<file path="config.mk">
export PLATFORM = sky130hd
export DESIGN_NAME = spi_slave
export DESIGN_NICKNAME = d
export VERILOG_FILES = /design/src/rtl/spi_slave_pkg.sv /design/src/rtl/spi_sync.sv /design/src/rtl/spi_slave.sv
export SDC_FILE = /design/constraint.sdc
export NUM_CORES = 1
export LEC_CHECK = 0
export CORE_AREA = 2 2 79 81
export CTS_CLUSTER_DIAMETER = 100
export CTS_CLUSTER_SIZE = 28
export DETAILED_ROUTE_END_ITERATION = 12
export DIE_AREA = 0 0 81 83
export PLACE_DENSITY_LB_ADDON = 0.1
export SYNTH_ARGS = -nofsm -noshare
export SYNTH_HDL_FRONTEND = slang
export SYNTH_SLANG_ARGS = --single-unit
</file>
<file path="constraint.sdc">
create_clock -name clk -period 3.7 [get_ports clk]
set_input_delay 0.37 -clock clk [delete_from_list [all_inputs] [get_ports clk]]
set_output_delay 0.37 -clock clk [all_outputs]
set_load 0.05 [all_outputs]
</file>
<file path="src/rtl/spi_slave_pkg.sv">
// spi_slave_pkg: shared constants, FSM encoding and edge helper for the
// SPI slave. Imported by spi_sync and spi_slave.
package spi_slave_pkg;

    // Frame geometry
    localparam int SPI_FRAME_BITS = 16;
    localparam int SPI_CNT_W      = $clog2(SPI_FRAME_BITS + 1);

    // Nominal rates of the target system
    localparam int SPI_CLK_HZ        = 24_000_000;
    localparam int SPI_SCLK_HZ       = 2_400_000;
    localparam int SPI_CLKS_PER_SCLK = SPI_CLK_HZ / SPI_SCLK_HZ;

    // Slave FSM states
    typedef enum logic [1:0] {
        ST_IDLE   = 2'd0,
        ST_ACTIVE = 2'd1,
        ST_DONE   = 2'd2
    } spi_state_e;

    // Trailing edge of sclk: the line leaves its non-idle level and
    // returns to the idle level given by cpol.
    function automatic logic spi_trailing_edge(
        input logic prev,
        input logic cur,
        input logic cpol
    );
        return (prev != cpol) && (cur == cpol);
    endfunction

endpackage

</file>
<file path="src/rtl/spi_sync.sv">
// spi_sync: single-bit STAGES-deep flop chain for an asynchronous input.
// Ports: clk, reset (sync, active-low), d_i (async in), q_o (synced out).
import spi_slave_pkg::*;

module spi_sync #(
    parameter int   STAGES  = 2,
    parameter logic RST_VAL = 1'b0
) (
    input  logic clk,
    input  logic reset,
    input  logic d_i,
    output logic q_o
);

    logic [STAGES-1:0] chain_q;
    logic [STAGES-1:0] chain_d;

    // chain_q[0] is the metastability-exposed flop
    if (STAGES > 1) begin : g_multi
        assign chain_d = {chain_q[STAGES-2:0], d_i};
    end else begin : g_single
        assign chain_d = d_i;
    end

    always_ff @(posedge clk) begin
        if (!reset) begin
            chain_q <= {STAGES{RST_VAL}};
        end else begin
            chain_q <= chain_d;
        end
    end

    assign q_o = chain_q[STAGES-1];

endmodule

</file>
<file path="src/rtl/spi_slave.sv">
// spi_slave: 16-bit LSB-first SPI slave, single clk domain, trailing-edge
// sampling with synchronized sclk/cs/mosi.
// Ports: clk, reset (sync, active-low); sclk, cs, mosi in; miso out;
//   data_to_tx/tx_load load the reply buffer; data_rx/rx_valid give the
//   received word; frame_err flags an aborted frame; busy marks a frame.
import spi_slave_pkg::*;

module spi_slave #(
    parameter logic CS_ACTIVE   = 1'b0,
    parameter logic CPOL        = 1'b0,
    parameter int   SYNC_STAGES = 2
) (
    input  logic                      clk,
    input  logic                      reset,
    input  logic                      sclk,
    input  logic                      cs,
    input  logic                      mosi,
    output logic                      miso,
    input  logic [SPI_FRAME_BITS-1:0] data_to_tx,
    input  logic                      tx_load,
    output logic [SPI_FRAME_BITS-1:0] data_rx,
    output logic                      rx_valid,
    output logic                      frame_err,
    output logic                      busy
);

    localparam int W = SPI_FRAME_BITS;
    localparam logic [SPI_CNT_W-1:0] LAST_BIT = SPI_CNT_W'(W - 1);

    // Synchronized pins
    logic sclk_s;
    logic cs_s;
    logic mosi_s;

    spi_sync #(
        .STAGES  (SYNC_STAGES),
        .RST_VAL (CPOL)
    ) u_sync_sclk (
        .clk   (clk),
        .reset (reset),
        .d_i   (sclk),
        .q_o   (sclk_s)
    );

    spi_sync #(
        .STAGES  (SYNC_STAGES),
        .RST_VAL (~CS_ACTIVE)
    ) u_sync_cs (
        .clk   (clk),
        .reset (reset),
        .d_i   (cs),
        .q_o   (cs_s)
    );

    spi_sync #(
        .STAGES  (SYNC_STAGES),
        .RST_VAL (1'b0)
    ) u_sync_mosi (
        .clk   (clk),
        .reset (reset),
        .d_i   (mosi),
        .q_o   (mosi_s)
    );

    // State
    spi_state_e           state_q, state_d;
    logic                 sclk_prev_q;
    logic                 cs_prev_q;
    logic [W-1:0]         tx_buf_q, tx_buf_d;
    logic [W-1:0]         tx_shift_q, tx_shift_d;
    logic [W-1:0]         rx_shift_q, rx_shift_d;
    logic [SPI_CNT_W-1:0] bit_cnt_q, bit_cnt_d;
    logic [W-1:0]         data_rx_q, data_rx_d;
    logic                 rx_valid_q, rx_valid_d;
    logic                 frame_err_q, frame_err_d;
    logic                 busy_q, busy_d;
    logic                 fresh_q, fresh_d;

    // Edge detection on the synchronized copies only
    logic cs_sel;
    logic cs_start;
    logic sample;

    assign cs_sel   = (cs_s == CS_ACTIVE);
    assign cs_start = cs_sel && (cs_prev_q != CS_ACTIVE);
    assign sample   = spi_trailing_edge(sclk_prev_q, sclk_s, CPOL);

    always_ff @(posedge clk) begin
        if (!reset) begin
            state_q     <= ST_IDLE;
            sclk_prev_q <= CPOL;
            cs_prev_q   <= ~CS_ACTIVE;
            tx_buf_q    <= '0;
            tx_shift_q  <= '0;
            rx_shift_q  <= '0;
            bit_cnt_q   <= '0;
            data_rx_q   <= '0;
            rx_valid_q  <= 1'b0;
            frame_err_q <= 1'b0;
            busy_q      <= 1'b0;
            fresh_q     <= 1'b0;
        end else begin
            state_q     <= state_d;
            sclk_prev_q <= sclk_s;
            cs_prev_q   <= cs_s;
            tx_buf_q    <= tx_buf_d;
            tx_shift_q  <= tx_shift_d;
            rx_shift_q  <= rx_shift_d;
            bit_cnt_q   <= bit_cnt_d;
            data_rx_q   <= data_rx_d;
            rx_valid_q  <= rx_valid_d;
            frame_err_q <= frame_err_d;
            busy_q      <= busy_d;
            fresh_q     <= fresh_d;
        end
    end

    always_comb begin
        state_d     = state_q;
        tx_buf_d    = tx_buf_q;
        tx_shift_d  = tx_shift_q;
        rx_shift_d  = rx_shift_q;
        bit_cnt_d   = bit_cnt_q;
        data_rx_d   = data_rx_q;
        rx_valid_d  = 1'b0;
        frame_err_d = 1'b0;
        fresh_d     = 1'b0;

        // The buffer only feeds the shifter at frame start, so a load
        // mid-frame naturally lands in the next frame.
        if (tx_load) begin
            tx_buf_d = data_to_tx;
        end

        // Publish one cycle after DONE is entered; rx_shift is not
        // touched again until a fresh cs assertion.
        if (fresh_q) begin
            data_rx_d  = rx_shift_q;
            rx_valid_d = 1'b1;
        end

        unique case (state_q)
            ST_IDLE: begin
                if (cs_start) begin
                    state_d    = ST_ACTIVE;
                    tx_shift_d = tx_load ? data_to_tx : tx_buf_q;
                    rx_shift_d = '0;
                    bit_cnt_d  = '0;
                end
            end
            ST_ACTIVE: begin
                if (!cs_sel) begin
                    state_d     = ST_IDLE;
                    frame_err_d = 1'b1;
                end else if (sample) begin
                    rx_shift_d = {mosi_s, rx_shift_q[W-1:1]};
                    tx_shift_d = {1'b0, tx_shift_q[W-1:1]};
                    bit_cnt_d  = bit_cnt_q + SPI_CNT_W'(1);
                    if (bit_cnt_q == LAST_BIT) begin
                        state_d = ST_DONE;
                        fresh_d = 1'b1;
                    end
                end
            end
            ST_DONE: begin
                // Extra sclk edges are ignored until cs releases
                if (!cs_sel) begin
                    state_d = ST_IDLE;
                end
            end
            default: begin
                state_d = ST_IDLE;
            end
        endcase

        busy_d = (state_d != ST_IDLE);
    end

    assign miso      = cs_sel ? tx_shift_q[0] : 1'b0;
    assign data_rx   = data_rx_q;
    assign rx_valid  = rx_valid_q;
    assign frame_err = frame_err_q;
    assign busy      = busy_q;

endmodule

</file>
Word level (Yosys, flattened, before mapping) --
Index checks and enable logic that the tools add are counted.
Storage, ports and cells: bits in registers 83, input port bits 22, output and inout port bits 20, word-level logic and storage cells 58
Operators by class: $add $sub $neg 1, equal/unequal tests 6, mux-type cells 23, bitwise operators 5, reduce and logical (&&, ||, !) cells 8
Operators by type and width (number):
- 16-bit two-way mux | 7
- 16-bit case mux with 2 select lines | 2
- 5-bit two-way mux | 3
- 2-bit two-way mux | 5
- 5-bit case mux with 2 select lines | 1
- 2-bit != test, second input constant | 3
- 2-bit case mux with 3 select lines | 1
- 5-bit by 1-bit adder with 5-bit output, second input constant | 1
- 5-bit by 4-bit == test with 1-bit output, second input constant | 1
- 1-bit inverter | 5
- 1-bit two-way mux | 4
- 4-bit AND reduction | 1
- 2-bit nonzero test | 2
- 4-bit OR reduction | 1
- 2-bit by 1-bit == test with 1-bit output, second input constant | 1
- 2-bit == test, second input constant | 1
- 1-bit logical AND | 2
- 2-bit zero test | 1
- 2-bit AND reduction | 1

Longest topological paths before layout --
word-level depth 6, gate-level depth with buffers 5, depth with buffers taken out 5

By module --
From an unflattened synthesis, not the netlist that was laid out.
Second synthesis, totals: cell total of the unflattened synthesis 336, area, all modules 3398.3 um^2
Modules (own cells, without submodules):
- spi_slave | times used 1, cells each 324, area an instance 3240.6 um^2, seq. area each 1541.5 um^2
- spi_sync | times used 3, cells each 4, area an instance 52.6 um^2, seq. area each 40.0 um^2

Worst setup path before layout --
OpenSTA, ideal clock, no wires.
path type register -> register, start point register bit_cnt_q[0], end point register bit_cnt_q[4], library setup time 72 ps, data arrival time 1368 ps, slack 2260 ps, cell stages (with the launch flop) 6, path buffers 0, clock period less this slack 1440 ps, cells stage by stage dfxtp_1 ha_1 and3_1 ha_1 or3_1 mux2i_1
Between the ends: word-level cells in the longest chain between the ends 4
Ends and longest elaborated chain:
- from (decl) | line spi_slave.sv:72 | logic [SPI_CNT_W-1:0] bit_cnt_q, bit_cnt_d;
- from (signal assigned) | line spi_slave.sv:109 | bit_cnt_q <= bit_cnt_d;
- 5-bit by 1-bit adder with 5-bit output | line spi_slave.sv:158 | bit_cnt_d = bit_cnt_q + SPI_CNT_W'(1);
- 5-bit two-way mux | line spi_slave.sv:155 | end else if (sample) begin
- 5-bit two-way mux | line spi_slave.sv:152 | if (!cs_sel) begin
- 5-bit case mux with 2 select lines | line spi_slave.sv:142 | unique case (state_q)
No other way between the ends. The select of a mux whose other input is x is not followed. A chain may end at the register's enable or synchronous reset.

Final worst setup path --
start point register state_q[0], end point register tx_shift_q[6]
Between the ends: word-level cells in the longest chain between the ends 3, elaborated cells on any way between the ends 8
Ends and longest elaborated chain:
- from (decl) | line spi_slave.sv:66 | spi_state_e state_q, state_d;
- from (signal assigned) | line spi_slave.sv:103 | state_q <= state_d;
- 2-bit by 1-bit == test with 1-bit output / 2-bit zero test (equally long branches) | line spi_slave.sv:142
- 2-bit != test (no source line) / 2-bit nonzero test (equally long branches)
- 4-bit AND reduction (no source line)
- to (signal assigned) | line spi_slave.sv:107 | tx_shift_q <= tx_shift_d;
- to (decl) | line spi_slave.sv:70 | logic [W-1:0] tx_shift_q, tx_shift_d;
Parallel ways exist; a longest one is shown, timed or not.

==> run summary <==
In this run the most critical hold path is launched from u_sync_cs.chain_q[0]. The slack of the worst reg-to-reg path is around 1.6 ns. The data required time at the worst endpoint is just under 4 ns. STA classifies the critical path endpoint as a register. The tightest hold margin is 0.415 ns. Of all nets on the critical path, the largest fanout is 24. The post-route clock period utilization is 57.1%.

For this block, the initial DRC count from the detailed router was 129. The share of cells above drive strength 1 came out at ~7%. The unique cell type count in the Yosys netlist came out at 34. The leakage power figure is 1.51 nW. The slew at the pin with the worst max-slew slack came out at between 0.9 and 1 ns. The die is 81 um wide.

The total power density per cell area is between 400 and 500 nW/um^2. For hold timing, the worst endpoint is u_sync_cs.chain_q[1]. The total number of yosys warnings is 0.

The finished cells cover 3980 um^2. The cell depth of the worst hold path came out at 1. After filler insertion, the fill cell instance count of the layout stands at between 400 and 500. The share of the synthesized area in the top cell type came out at between 40% and 50%. Sequential cells were found to cover 49.4% of the synthesized design area.

The global routing met2 resource utilization came out at 29.1%. The number of violations of the max-capacitance limit is 0. The most frequently used cell type in the post-synthesis netlist is dfxtp_1.

The multi-input combinational cells in the finished layout cover a total of 1570 um^2. The final count of hold timing violations came out at 0. The detail-routed via count per cell came out at approximately 5.4. The total negative slack for setup checks came out at 0 ns. The commonest cells after synthesis are dfxtp_1 (83), mux2i_1 (65), nand2_1 (36). The maximum buffer depth of the clock tree is 2. The layout overhead on the synthesized area came out at 18.5%.

The post-synthesis cell area came out at 3360 um^2. In this run the critical register-to-register path is captured at tx_shift_q[6]. The count of nets left with antenna violations once routing finished came out at 0. The clock sink count came out at 83. The worst-case setup slack after placement came out at 1.40 ns. Entering global routing, the biggest net connects 73 pins. The number of global-route vias before repair came to 2236. The worst setup slack after layout came out at 1.59 ns. The worst register-to-register path begins at state_q[0]. The detailed-routing iteration count for the pre-antenna-repair pass came out at 4. The total chip power is 1.71 mW.

The worst path in the final design needs a cycle of approximately 2.1 ns, including I/O delays and setup. After global routing the overflow that remains totals 0. The global routing usage on met3 came out at 4.24%.

The vertical die dimension came out at 83 um. The number of flops mapped to enable cells by yosys is 0. Clock tree synthesis selected as its root buffer the cell clkbuf_8. Measured in cells, the most critical reg-to-reg path has a length of 3. Setup violations remaining at the end of the flow were counted as 0. In the final design database the tool counted a little under 400 nets. The data arrival time of the critical path came out at roughly 2.3 ns. The most used routing layer in global routing is met2. The met1 layer usage reported by global route came out at 25.5%. For this block, the via count after detailed routing is 2390. The post-synthesis sequential element count is 83. The global placement routability congestion is approximately 0.74. The average instance in the mapped netlist occupies 10.0 um^2. The post-synthesis instance total is 336. Setup repair after global routing left no endpoint under its margin. The kind of critical path is reg2reg.

The total setup buffers inserted after CTS is 0. The count of buffers added on input and output ports is 41. The remaining routing DRC violations is 0. The clock reaches the later pin of the worst-skew pair after 0.34 ns. After clock tree synthesis, the flow added hold-fix buffers numbering 0. The number of pins with negative max-slew slack in the final report is 0. The run finished with clean final reports. The sequential cell area came out at 1660 um^2. In this run, CTS created clock tree buffers numbering 9. Row generation in the floorplan step produced 28 rows. STA classifies the critical path startpoint as a register. The most used flip-flop cell after synthesis is dfxtp_1. The first-pass GRT wire length came out at 10.2 mm. The region available for standard cell placement spans 5820 um^2.

The initial antenna violation count is 0. The initial core utilization is slightly below 60%. The clock skew came out at 0.00794 ns. TritonCTS built the clock tree.

Static timing analysis puts the maximum clock frequency at 473 MHz. The total cell area at the placement stage came out at between 3000 and 4000 um^2. Once the clock tree was built, the resizer swapped 0 gates to a different size.

The number of levels the H-tree was split into came out at 3. The cell type with the largest total area after synthesis is dfxtp_1. The tightest min-delay check is of the reg2reg type. Sorting the synthesized cells by area gives the leading types as dfxtp_1 (49%), mux2i_1 (19%), nand2_1 (4.0%), a211o_1 (3.4%), nor2_1 (3.2%).

The area of the die is ~6700 um^2. The maximum ir drop on the vdd rail came out at 0.000380 V. The final HPWL from detailed placement came out at approximately 3.7 mm.

The I/O pin count came out at 42. Counting flops with an async set or reset pin after synthesis yields a share of 0%. The worst-case headroom to the max-slew limit came out at a little over a third. The number of antenna diodes in the final layout is 0.

Dividing the detail-routed wire length by the instance count gives 13.6 um. The overall routing resource usage is 19.1%. The synthesized netlist net count is 360.

The final wirelength came out at ~6 mm. The clock-pin slew on the worst setup and hold paths came out at 0.08 ns.
==> power breakdown <==
part | internal [mW] | switching [mW] | leakage [nW] | total [mW]
registers | 0.913 | 0.00865 | 0.674 | 0.921
clock network | 0.383 | 0.293 | 0.109 | 0.676
logic | 0.0567 | 0.0566 | 0.730 | 0.113
==> layout by cell type, fill, tap and decap left out, drive strengths merged, types with 2 or more instances in the layout <==
master / count
nand2b: 6
a211o: 13
nor2b: 3
or3b: 3
nand3b: 2
or3: 2
buf: 5
clkbuf: 14
nor3b: 12
dfxtp: 83
nor2: 29
o211ai: 3
clkdlybuf4s50: 40
mux2: 3
and3: 2
and2: 9
a21oi: 2
inv: 3
ha: 2
mux2i: 65
nand3: 20
nand2: 36
a211oi: 2
==> routing by layer <==
metal / vias up / routed length [um]
li1: 1214 / -
met1: 1118 / 3000
met2: 52 / 2680
met3: 6 / 255
met4: 0 / 72
met5: - / 0
==> worst max path at each step <==
stage / from / to / slack (ns) / depth (start not counted)
global placement: tx_load / tx_shift_q[12] / 1.43 / 4
finish: state_q[0] / tx_shift_q[6] / 1.59 / 3
detailed placement: tx_load / tx_shift_q[13] / 1.40 / 4
floorplan: bit_cnt_q[0] / bit_cnt_q[4] / 2.26 / 5
global route: state_q[0] / tx_shift_q[13] / 1.40 / 3
CTS: state_q[0] / tx_shift_q[10] / 1.56 / 3
==> worst max-delay path: stages, from the launching register on <==
cell and delay, ns:
dfxtp_1 0.75, nand3b_1 0.30, a211o_1 0.69, mux2i_1 0.22
==> per-stage QoR <==
stage / util (%) / cells
final: 68.5 / 444
after global routing: 68.5 / 444
after global placement: 64.8 / 429
after floorplan: - / 336
after CTS: 68.5 / 444
after detailed placement: 64.8 / 429
==> logic make-up after synthesis <==
kind of cell    after synthesis  share of synthesized area, %
buf+inv                      31                          4.36
fa+ha+maj                     2                         0.744
mux                          68                          20.4
flops                        83                          49.4
compound gates               24                          5.81
simple gates                128                          19.3
==> area by class of cell <==
| type | count | area share, % |
|---|---|---|
| clock buffer | 14 | 4.59 |
| timing repair buffer | 45 | 10.9 |
| inverter | 4 | 0.377 |
| tap | 75 | 2.36 |
| sequential | 83 | 41.7 |
| clock inverter | 1 | 0.754 |
| multi-input combinational | 222 | 39.3 |
==> state kept, by name, summed over array words and instances, names as in the netlist, 2 cells and up <==
register / cells
state_q: 2
u_sync_sclk.chain_q: 2
u_sync_cs.chain_q: 2
bit_cnt_q: 5
u_sync_mosi.chain_q: 2
rx_shift_q: 16
tx_shift_q: 16
data_rx: 16
tx_buf_q: 16
No activity file was read; power rests on OpenSTA's default activity.
